$ cat src/rtl/mem_arbiter_if.sv
// Bus bundle between the memory arbiter, its three requesters and the data memory.
//
// Handshake: a requester raises *_req with a stable payload and keeps both
// unchanged until it observes *_gnt high in the same cycle; the transfer
// happens on that clock edge. Read data returns exactly one cycle later,
// qualified by *_rvalid; *_rd_data is meaningless while *_rvalid is low.
interface mem_arbiter_if #(
    parameter int WIDTH = 32
);
    // boot flash loader (writes only)
    logic             flash_req;
    logic [WIDTH-1:0] flash_addr;
    logic [WIDTH-1:0] flash_data;
    logic             flash_done;
    logic             flash_gnt;
    // CPU data port
    logic             d_req;
    logic             d_wren;
    logic [WIDTH-1:0] d_addr;
    logic [WIDTH-1:0] d_wr_data;
    logic [2:0]       d_funct3;
    logic             d_gnt;
    logic             d_rvalid;
    logic [WIDTH-1:0] d_rd_data;
    // CPU instruction-fetch port (reads only)
    logic             i_req;
    logic [WIDTH-1:0] i_addr;
    logic             i_gnt;
    logic             i_rvalid;
    logic [WIDTH-1:0] i_rd_data;
    // single-port memory
    logic [WIDTH-1:0] mem_addr;
    logic             mem_wren;
    logic [WIDTH-1:0] mem_wr_data;
    logic [2:0]       mem_funct3;
    logic [WIDTH-1:0] mem_rd_data;

    // arbiter view
    modport slave (
        input  flash_req, flash_addr, flash_data, flash_done,
        output flash_gnt,
        input  d_req, d_wren, d_addr, d_wr_data, d_funct3,
        output d_gnt, d_rvalid, d_rd_data,
        input  i_req, i_addr,
        output i_gnt, i_rvalid, i_rd_data,
        output mem_addr, mem_wren, mem_wr_data, mem_funct3,
        input  mem_rd_data
    );

    // requester / memory-side view
    modport master (
        output flash_req, flash_addr, flash_data, flash_done,
        input  flash_gnt,
        output d_req, d_wren, d_addr, d_wr_data, d_funct3,
        input  d_gnt, d_rvalid, d_rd_data,
        output i_req, i_addr,
        input  i_gnt, i_rvalid, i_rd_data,
        input  mem_addr, mem_wren, mem_wr_data, mem_funct3,
        output mem_rd_data
    );
endinterface

$ cat src/rtl/mem_arbiter.sv
// Shares the single-port data memory between the boot loader, the CPU data
// port and the CPU fetch port. CPU ports are locked out until the loader
// signals completion; afterwards data beats fetch unless fetch has been
// denied STARVE_MAX cycles in a row. The loader always wins, so a re-flash
// can happen while the core stalls.
module mem_arbiter #(
    parameter int WIDTH      = 32,
    parameter int STARVE_MAX = 4    // 1..15
) (
    input  logic         clk,
    input  logic         rst,             // asynchronous, active low
    mem_arbiter_if.slave bus,
    output logic         cpu_run,
    output logic         dbg_run,         // FSM state: 1 = RUN, 0 = BOOT
    output logic [3:0]   dbg_starve_cnt
);
    localparam logic [2:0] FUNCT3_WORD = 3'b010;
    localparam logic [3:0] STARVE_LIM  = 4'(STARVE_MAX);

    typedef enum logic {
        ST_BOOT = 1'b0,
        ST_RUN  = 1'b1
    } state_e;

    state_e           state_q, state_d;
    logic             cpu_run_q, cpu_run_d;
    logic [3:0]       starve_cnt_q, starve_cnt_d;
    logic             tag_valid_q, tag_valid_d;
    logic             tag_fetch_q, tag_fetch_d;   // owner of the pending read

    logic             run;
    logic             force_fetch;
    logic             flash_gnt, d_gnt, i_gnt;
    logic [WIDTH-1:0] mem_addr, mem_wr_data;
    logic             mem_wren;
    logic [2:0]       mem_funct3;

    assign run = (state_q == ST_RUN);

    // Fixed priority: flash > starved fetch > data > fetch; CPU ports only in RUN.
    // The starvation override fires only at exactly the threshold; a long
    // re-flash can push the count past it, and fetch then waits for a data gap.
    always_comb begin
        flash_gnt   = 1'b0;
        d_gnt       = 1'b0;
        i_gnt       = 1'b0;
        force_fetch = run && bus.i_req && (starve_cnt_q == STARVE_LIM);
        if (bus.flash_req) begin
            flash_gnt = 1'b1;
        end else if (run) begin
            if (force_fetch) begin
                i_gnt = 1'b1;
            end else if (bus.d_req) begin
                d_gnt = 1'b1;
            end else if (bus.i_req) begin
                i_gnt = 1'b1;
            end
        end
    end

    // Memory port mux; when idle the data-port payload is parked on the bus.
    always_comb begin
        mem_addr    = bus.d_addr;
        mem_wr_data = bus.d_wr_data;
        mem_funct3  = bus.d_funct3;
        mem_wren    = 1'b0;
        if (flash_gnt) begin
            mem_addr    = bus.flash_addr;
            mem_wr_data = bus.flash_data;
            mem_funct3  = FUNCT3_WORD;
            mem_wren    = 1'b1;
        end else if (d_gnt) begin
            mem_wren    = bus.d_wren;
        end else if (i_gnt) begin
            mem_addr    = bus.i_addr;
            mem_funct3  = FUNCT3_WORD;
        end
    end

    // Next-state: boot/run FSM, fetch starvation counter and read-return tag.
    always_comb begin
        state_d = state_q;
        if (state_q == ST_BOOT && bus.flash_done) begin
            state_d = ST_RUN;
        end
        cpu_run_d = (state_d == ST_RUN);

        starve_cnt_d = starve_cnt_q;
        if (!run || !bus.i_req || i_gnt) begin
            starve_cnt_d = 4'd0;
        end else if (starve_cnt_q != 4'hF) begin
            starve_cnt_d = starve_cnt_q + 4'd1;
        end

        tag_valid_d = (d_gnt && !bus.d_wren) || i_gnt;
        tag_fetch_d = i_gnt;
    end

    // All state registers; reset drops any read still in flight.
    always_ff @(posedge clk or negedge rst) begin
        if (!rst) begin
            state_q      <= ST_BOOT;
            cpu_run_q    <= 1'b0;
            starve_cnt_q <= 4'd0;
            tag_valid_q  <= 1'b0;
            tag_fetch_q  <= 1'b0;
        end else begin
            state_q      <= state_d;
            cpu_run_q    <= cpu_run_d;
            starve_cnt_q <= starve_cnt_d;
            tag_valid_q  <= tag_valid_d;
            tag_fetch_q  <= tag_fetch_d;
        end
    end

    assign bus.flash_gnt   = flash_gnt;
    assign bus.d_gnt       = d_gnt;
    assign bus.i_gnt       = i_gnt;
    assign bus.mem_addr    = mem_addr;
    assign bus.mem_wren    = mem_wren;
    assign bus.mem_wr_data = mem_wr_data;
    assign bus.mem_funct3  = mem_funct3;
    assign bus.d_rvalid    = tag_valid_q && !tag_fetch_q;
    assign bus.i_rvalid    = tag_valid_q && tag_fetch_q;
    assign bus.d_rd_data   = bus.mem_rd_data;
    assign bus.i_rd_data   = bus.mem_rd_data;

    assign cpu_run        = cpu_run_q;
    assign dbg_run        = run;
    assign dbg_starve_cnt = starve_cnt_q;
endmodule

$ cat src/flat_wrapper.sv
// flat-port wrapper written by rule: the top's interface ports become plain ports
module mem_arbiter_flat 
#(
    parameter int WIDTH      = 32,
    parameter int STARVE_MAX = 4            
)
  (clk, rst, cpu_run, dbg_run, dbg_starve_cnt, bus_flash_req, bus_flash_addr, bus_flash_data, bus_flash_done, bus_flash_gnt, bus_d_req, bus_d_wren, bus_d_addr, bus_d_wr_data, bus_d_funct3, bus_d_gnt, bus_d_rvalid, bus_d_rd_data, bus_i_req, bus_i_addr, bus_i_gnt, bus_i_rvalid, bus_i_rd_data, bus_mem_addr, bus_mem_wren, bus_mem_wr_data, bus_mem_funct3, bus_mem_rd_data);
  mem_arbiter_if #(.WIDTH(WIDTH)) bus_i ();
  input  logic clk;
  input  logic rst;
  output logic cpu_run;
  output logic dbg_run;
  output logic [3:0] dbg_starve_cnt;
  input wire logic [$bits(bus_i.flash_req)-1:0] bus_flash_req;
  input wire logic [$bits(bus_i.flash_addr)-1:0] bus_flash_addr;
  input wire logic [$bits(bus_i.flash_data)-1:0] bus_flash_data;
  input wire logic [$bits(bus_i.flash_done)-1:0] bus_flash_done;
  output wire logic [$bits(bus_i.flash_gnt)-1:0] bus_flash_gnt;
  input wire logic [$bits(bus_i.d_req)-1:0] bus_d_req;
  input wire logic [$bits(bus_i.d_wren)-1:0] bus_d_wren;
  input wire logic [$bits(bus_i.d_addr)-1:0] bus_d_addr;
  input wire logic [$bits(bus_i.d_wr_data)-1:0] bus_d_wr_data;
  input wire logic [$bits(bus_i.d_funct3)-1:0] bus_d_funct3;
  output wire logic [$bits(bus_i.d_gnt)-1:0] bus_d_gnt;
  output wire logic [$bits(bus_i.d_rvalid)-1:0] bus_d_rvalid;
  output wire logic [$bits(bus_i.d_rd_data)-1:0] bus_d_rd_data;
  input wire logic [$bits(bus_i.i_req)-1:0] bus_i_req;
  input wire logic [$bits(bus_i.i_addr)-1:0] bus_i_addr;
  output wire logic [$bits(bus_i.i_gnt)-1:0] bus_i_gnt;
  output wire logic [$bits(bus_i.i_rvalid)-1:0] bus_i_rvalid;
  output wire logic [$bits(bus_i.i_rd_data)-1:0] bus_i_rd_data;
  output wire logic [$bits(bus_i.mem_addr)-1:0] bus_mem_addr;
  output wire logic [$bits(bus_i.mem_wren)-1:0] bus_mem_wren;
  output wire logic [$bits(bus_i.mem_wr_data)-1:0] bus_mem_wr_data;
  output wire logic [$bits(bus_i.mem_funct3)-1:0] bus_mem_funct3;
  input wire logic [$bits(bus_i.mem_rd_data)-1:0] bus_mem_rd_data;
  assign bus_i.flash_req = bus_flash_req;
  assign bus_i.flash_addr = bus_flash_addr;
  assign bus_i.flash_data = bus_flash_data;
  assign bus_i.flash_done = bus_flash_done;
  assign bus_flash_gnt = bus_i.flash_gnt;
  assign bus_i.d_req = bus_d_req;
  assign bus_i.d_wren = bus_d_wren;
  assign bus_i.d_addr = bus_d_addr;
  assign bus_i.d_wr_data = bus_d_wr_data;
  assign bus_i.d_funct3 = bus_d_funct3;
  assign bus_d_gnt = bus_i.d_gnt;
  assign bus_d_rvalid = bus_i.d_rvalid;
  assign bus_d_rd_data = bus_i.d_rd_data;
  assign bus_i.i_req = bus_i_req;
  assign bus_i.i_addr = bus_i_addr;
  assign bus_i_gnt = bus_i.i_gnt;
  assign bus_i_rvalid = bus_i.i_rvalid;
  assign bus_i_rd_data = bus_i.i_rd_data;
  assign bus_mem_addr = bus_i.mem_addr;
  assign bus_mem_wren = bus_i.mem_wren;
  assign bus_mem_wr_data = bus_i.mem_wr_data;
  assign bus_mem_funct3 = bus_i.mem_funct3;
  assign bus_i.mem_rd_data = bus_mem_rd_data;
  mem_arbiter #(.WIDTH(WIDTH), .STARVE_MAX(STARVE_MAX)) u_core (.clk(clk), .rst(rst), .bus(bus_i), .cpu_run(cpu_run), .dbg_run(dbg_run), .dbg_starve_cnt(dbg_starve_cnt));
endmodule
$ cat config.mk
export PLATFORM = sky130hd
export DESIGN_NAME = mem_arbiter_flat
export DESIGN_NICKNAME = d
export VERILOG_FILES = /design/src/rtl/mem_arbiter_if.sv /design/src/rtl/mem_arbiter.sv /design/src/flat_wrapper.sv
export SDC_FILE = /design/constraint.sdc
export NUM_CORES = 1
export LEC_CHECK = 0
export CAP_MARGIN = 10
export CORE_AREA = 2 2 135 137
export DETAILED_ROUTE_END_ITERATION = 12
export DIE_AREA = 0 0 137 139
export PLACE_DENSITY_LB_ADDON = 0.15
export REMOVE_ABC_BUFFERS = 1
export SYNTH_ARGS = -nofsm -noshare
export SYNTH_HDL_FRONTEND = slang
export SYNTH_SLANG_ARGS = --single-unit
$ cat constraint.sdc
create_clock -name clk -period 4.7 [get_ports clk]
set_input_delay 1.41 -clock clk [delete_from_list [all_inputs] [get_ports clk]]
set_output_delay 1.41 -clock clk [all_outputs]
set_load 0.1 [all_outputs]
==> parameters.txt <==
Parameter                              Value

Min path
  Worst Hold Class    flip-flop to flip-flop
  Worst Hold Launch    u_core.dbg_starve_cnt[3]$_DFFE_PN0P_
  Hold endpoint    u_core.dbg_starve_cnt[3]$_DFFE_PN0P_
  Count of cells along the worst hold path    2

Finish
  Filler cell count in the final layout    1846
  Antenna fix cells    0
  Total number of nets in the final design    738
  Synth-to-Final Area Change    105%
  Post-layout util    31.1%
  Share of layout cells above drive strength 1    24.2%
  Final std cell area, no fill    0.00550 mm2

CTS
  Maximum clock insertion buffer count    2
  Clock edge transition at the registers on the reported setup and hold paths    0.03 ns
  CTS root buffer    sky130_fd_sc_hd__clkbuf_16
  CTS hold repair buffers    0
  Count of cells resized by post-cts repair    0
  CTS sink count    7
  CTS Buf Count    3
  Worst-Skew Late Latency    0.23 ns
  Clock tree from TritonCTS    built
  # H-tree levels    1
  Setup Buffers After CTS    0

Setup path
  Endpoint required time on the critical path    3.29 ns
  Register-to-Register Path Depth    4
  Signal arrival time at the worst endpoint    2.63 ns
  Startpoint of the worst-slack reg-to-reg timing path    u_core.dbg_run$_DFFE_PN0P_
  RR Endpoint    u_core.tag_fetch_q$_DFF_PN0_
  Flop2flop setup slack    2.91 ns
  Kind of start point of the critical path    input port
  Setup crit end kind    output pin
  Critical path start-end classification    input port to output pin
  Largest fanout of any net on the critical path    27

Synthesis
  Number of enable flip-flop cells after synthesis    0
  Count of state elements after synthesis    7
  Average footprint of a synthesized cell    7.21 um2
  Leading register cell type out of synthesis    sky130_fd_sc_hd__dfrtp_1
  Cell area after technology mapping    0.00268 mm2
  Most frequent cell after synthesis    sky130_fd_sc_hd__buf_4
  Sequential fraction of the synthesis area    6.55%
  Most area-hungry cell type in the Yosys netlist    sky130_fd_sc_hd__buf_4
  Synth unique cells    30
  Yosys warning count    0
  Fraction of registers with async set or reset after synthesis    100%
  Cell types occupying the most area after synthesis    sky130_fd_sc_hd__buf_4 20%, sky130_fd_sc_hd__mux2_2 13%, sky130_fd_sc_hd__o2bb2ai_1 11%
  Post-synth top cells    71 x sky130_fd_sc_hd__buf_4, 35 x sky130_fd_sc_hd__a21oi_1, 34 x sky130_fd_sc_hd__nand3_1, 33 x sky130_fd_sc_hd__nand2_1, 33 x sky130_fd_sc_hd__o2bb2ai_1
  Synth Instances    371
  Top-area cell type share of the netlist area    19.9%

STA
  Setup violations, final    0
  Min Tclk post-route    4.04 ns
  Slew at the pin closest to its max-slew limit    0.971 ns
  Worst setup skew after layout    0.00109 ns
  Final slew viol count    0
  Final period utilization    85.9%
  Hold Vio Cnt, Final    0
  Setup TNS    0 ns
  Headroom to the max-slew limit    35.1%
  Maximum frequency from static timing analysis    0.248 GHz
  Unrepaired setup endpoints after global routing    false

Pwr
  Leakage power    0.00212 uW
  Power per Cell Area    205 mW/mm2
  Worst vdd ir    0.000310 V

Die
  Die area    0.0190 mm2
  Initial core utilization    15.2%
  Number of cell rows    49
  Overall die width    137 um
  Core region area    0.0177 mm2
  Die height    139 um
  Top-Level Pins    345

Routing
  Total Wirelength    14700 um
  Number of vias in the routed layout    3334
  Antenna-violating nets left    0
  Via-per-instance ratio    4.38
  Detailed-route wire length per cell    19.3 um
  Initial drt markers    127
  Remaining routing DRC violations    0
  DR pass1 iterations    4

GRT
  Most congested layer reported by global routing    met2
  Maximum number of pins on one net before global-route repair    35
  Met3 usage in global routing    8.41%
  Wire length of the first global-routing pass    20900 um
  Met1 usage in global routing    17.1%
  Initial antenna violation count    0
  Total congestion overflow after global routing    0
  Overall routing resource usage    14.5%
  Via count of the first global-routing pass    3444
  Met2 usage    23.8%

Flow run
  Max Cap Violations    0

Run status
  Run status    complete, no violations

Placed design
  Port bufs    248
  Post-placement cell area    0.00542 mm2
  Half-perimeter wire length of the detailed placement result    12200 um
  Gpl congestion    0.755
## worst max-delay path by stage
stage | start | endpoint | slack (ns) | cells past startpoint
2_1_floorplan | u_core.dbg_run$_DFFE_PN0P_ | bus_mem_funct3[0] | -1.38 | 3
3_3_place_gp | bus_i_req | bus_mem_addr[3] | 0.63 | 6
3_5_place_dp | bus_i_req | bus_mem_addr[8] | 0.64 | 6
4_1_cts | bus_i_req | bus_mem_addr[10] | 0.63 | 6
5_1_grt | bus_i_req | bus_mem_addr[9] | 0.55 | 6
6_report | bus_i_req | bus_mem_addr[10] | 0.66 | 6
## cell families (layout without fill, tap and decap cells)
family | Yosys count | after routing | synth area share [%]
buf+inv | 108 | 270 | 26.9
xor+xnor | 1 | 1 | 0.327
compound gates | 103 | 103 | 29.0
flops | 7 | 7 | 6.55
mux | 33 | 33 | 13.8
simple gates | 117 | 117 | 22.5
fa+ha+maj | 2 | 2 | 0.935
## worst max-delay path, cell delays in order
cell and delay, ns:
sky130_fd_sc_hd__buf_2 0.18, sky130_fd_sc_hd__buf_4 0.37, sky130_fd_sc_hd__nand3_1 0.11, sky130_fd_sc_hd__a21oi_1 0.16, sky130_fd_sc_hd__o31a_1 0.19, sky130_fd_sc_hd__buf_12 0.19
## through the flow
step	total power [uW]	setup slack [ns]	cells	hold WS (ns)
floorplan	568	-1.38	266	1.05
global placement	992	0.634	758	0.626
detailed placement	994	0.636	758	0.637
CTS	1140	0.631	762	0.644
global route	1170	0.553	762	0.680
finish	1130	0.662	762	0.640
## per-layer routing
layer  part of all wire (%)  routed length (um)  vias to the layer above
li1                       -                   -                     1588
met1                     38                5590                     1495
met2                     47                6980                      241
met3                     14                2070                        8
met4                  0.041                   6                        2
met5                   0.41                  61                        -
## area by class of cell
| cell class | instances | area (um2) | share of cell area (%) |
|---|---|---|---|
| Timing Repair Buffer | 263 | 3160 | 57.6 |
| Multi-Input combinational cell | 256 | 1780 | 32.4 |
| Tap cell | 229 | 287 | 5.21 |
| Sequential cell | 7 | 175 | 3.19 |
| Clock buffer | 4 | 78.8 | 1.43 |
| Inverter | 3 | 11.3 | 0.205 |
## cells in the final DEF, fill, tap and decap left out, types with 2 or more instances in the layout
master | netlist | routed
sky130_fd_sc_hd__a21o_1 | 2 | 2
sky130_fd_sc_hd__a21oi_1 | 35 | 35
sky130_fd_sc_hd__buf_12 | 0 | 61
sky130_fd_sc_hd__buf_2 | 14 | 2
sky130_fd_sc_hd__buf_4 | 71 | 28
sky130_fd_sc_hd__clkbuf_16 | 0 | 3
sky130_fd_sc_hd__clkdlybuf4s50_1 | 0 | 172
sky130_fd_sc_hd__dfrtp_1 | 7 | 7
sky130_fd_sc_hd__ha_1 | 2 | 2
sky130_fd_sc_hd__inv_1 | 3 | 3
sky130_fd_sc_hd__mux2_2 | 32 | 32
sky130_fd_sc_hd__nand2_1 | 33 | 33
sky130_fd_sc_hd__nand2b_1 | 32 | 32
sky130_fd_sc_hd__nand3_1 | 34 | 34
sky130_fd_sc_hd__nor2_1 | 3 | 3
sky130_fd_sc_hd__nor2b_1 | 2 | 2
sky130_fd_sc_hd__nor3_1 | 3 | 3
sky130_fd_sc_hd__nor3b_1 | 2 | 2
sky130_fd_sc_hd__o2bb2ai_1 | 33 | 33
sky130_fd_sc_hd__o31a_1 | 32 | 32
## sequential cells by signal, indices dropped and copies added (netlist names)
register,cells
u_core.tag_fetch_q,1
u_core.dbg_starve_cnt,4
u_core.dbg_run,1
u_core.tag_valid_q,1
## where the power goes
part           switching [uW]  internal, uW  leakage [uW]  total, uW
Combinational             546           375       0.00200        921
Clock                    28.7           113     0.0000382        141
Sequential               2.76          63.2     0.0000894       65.9
(Power assumes the default switching activity.)
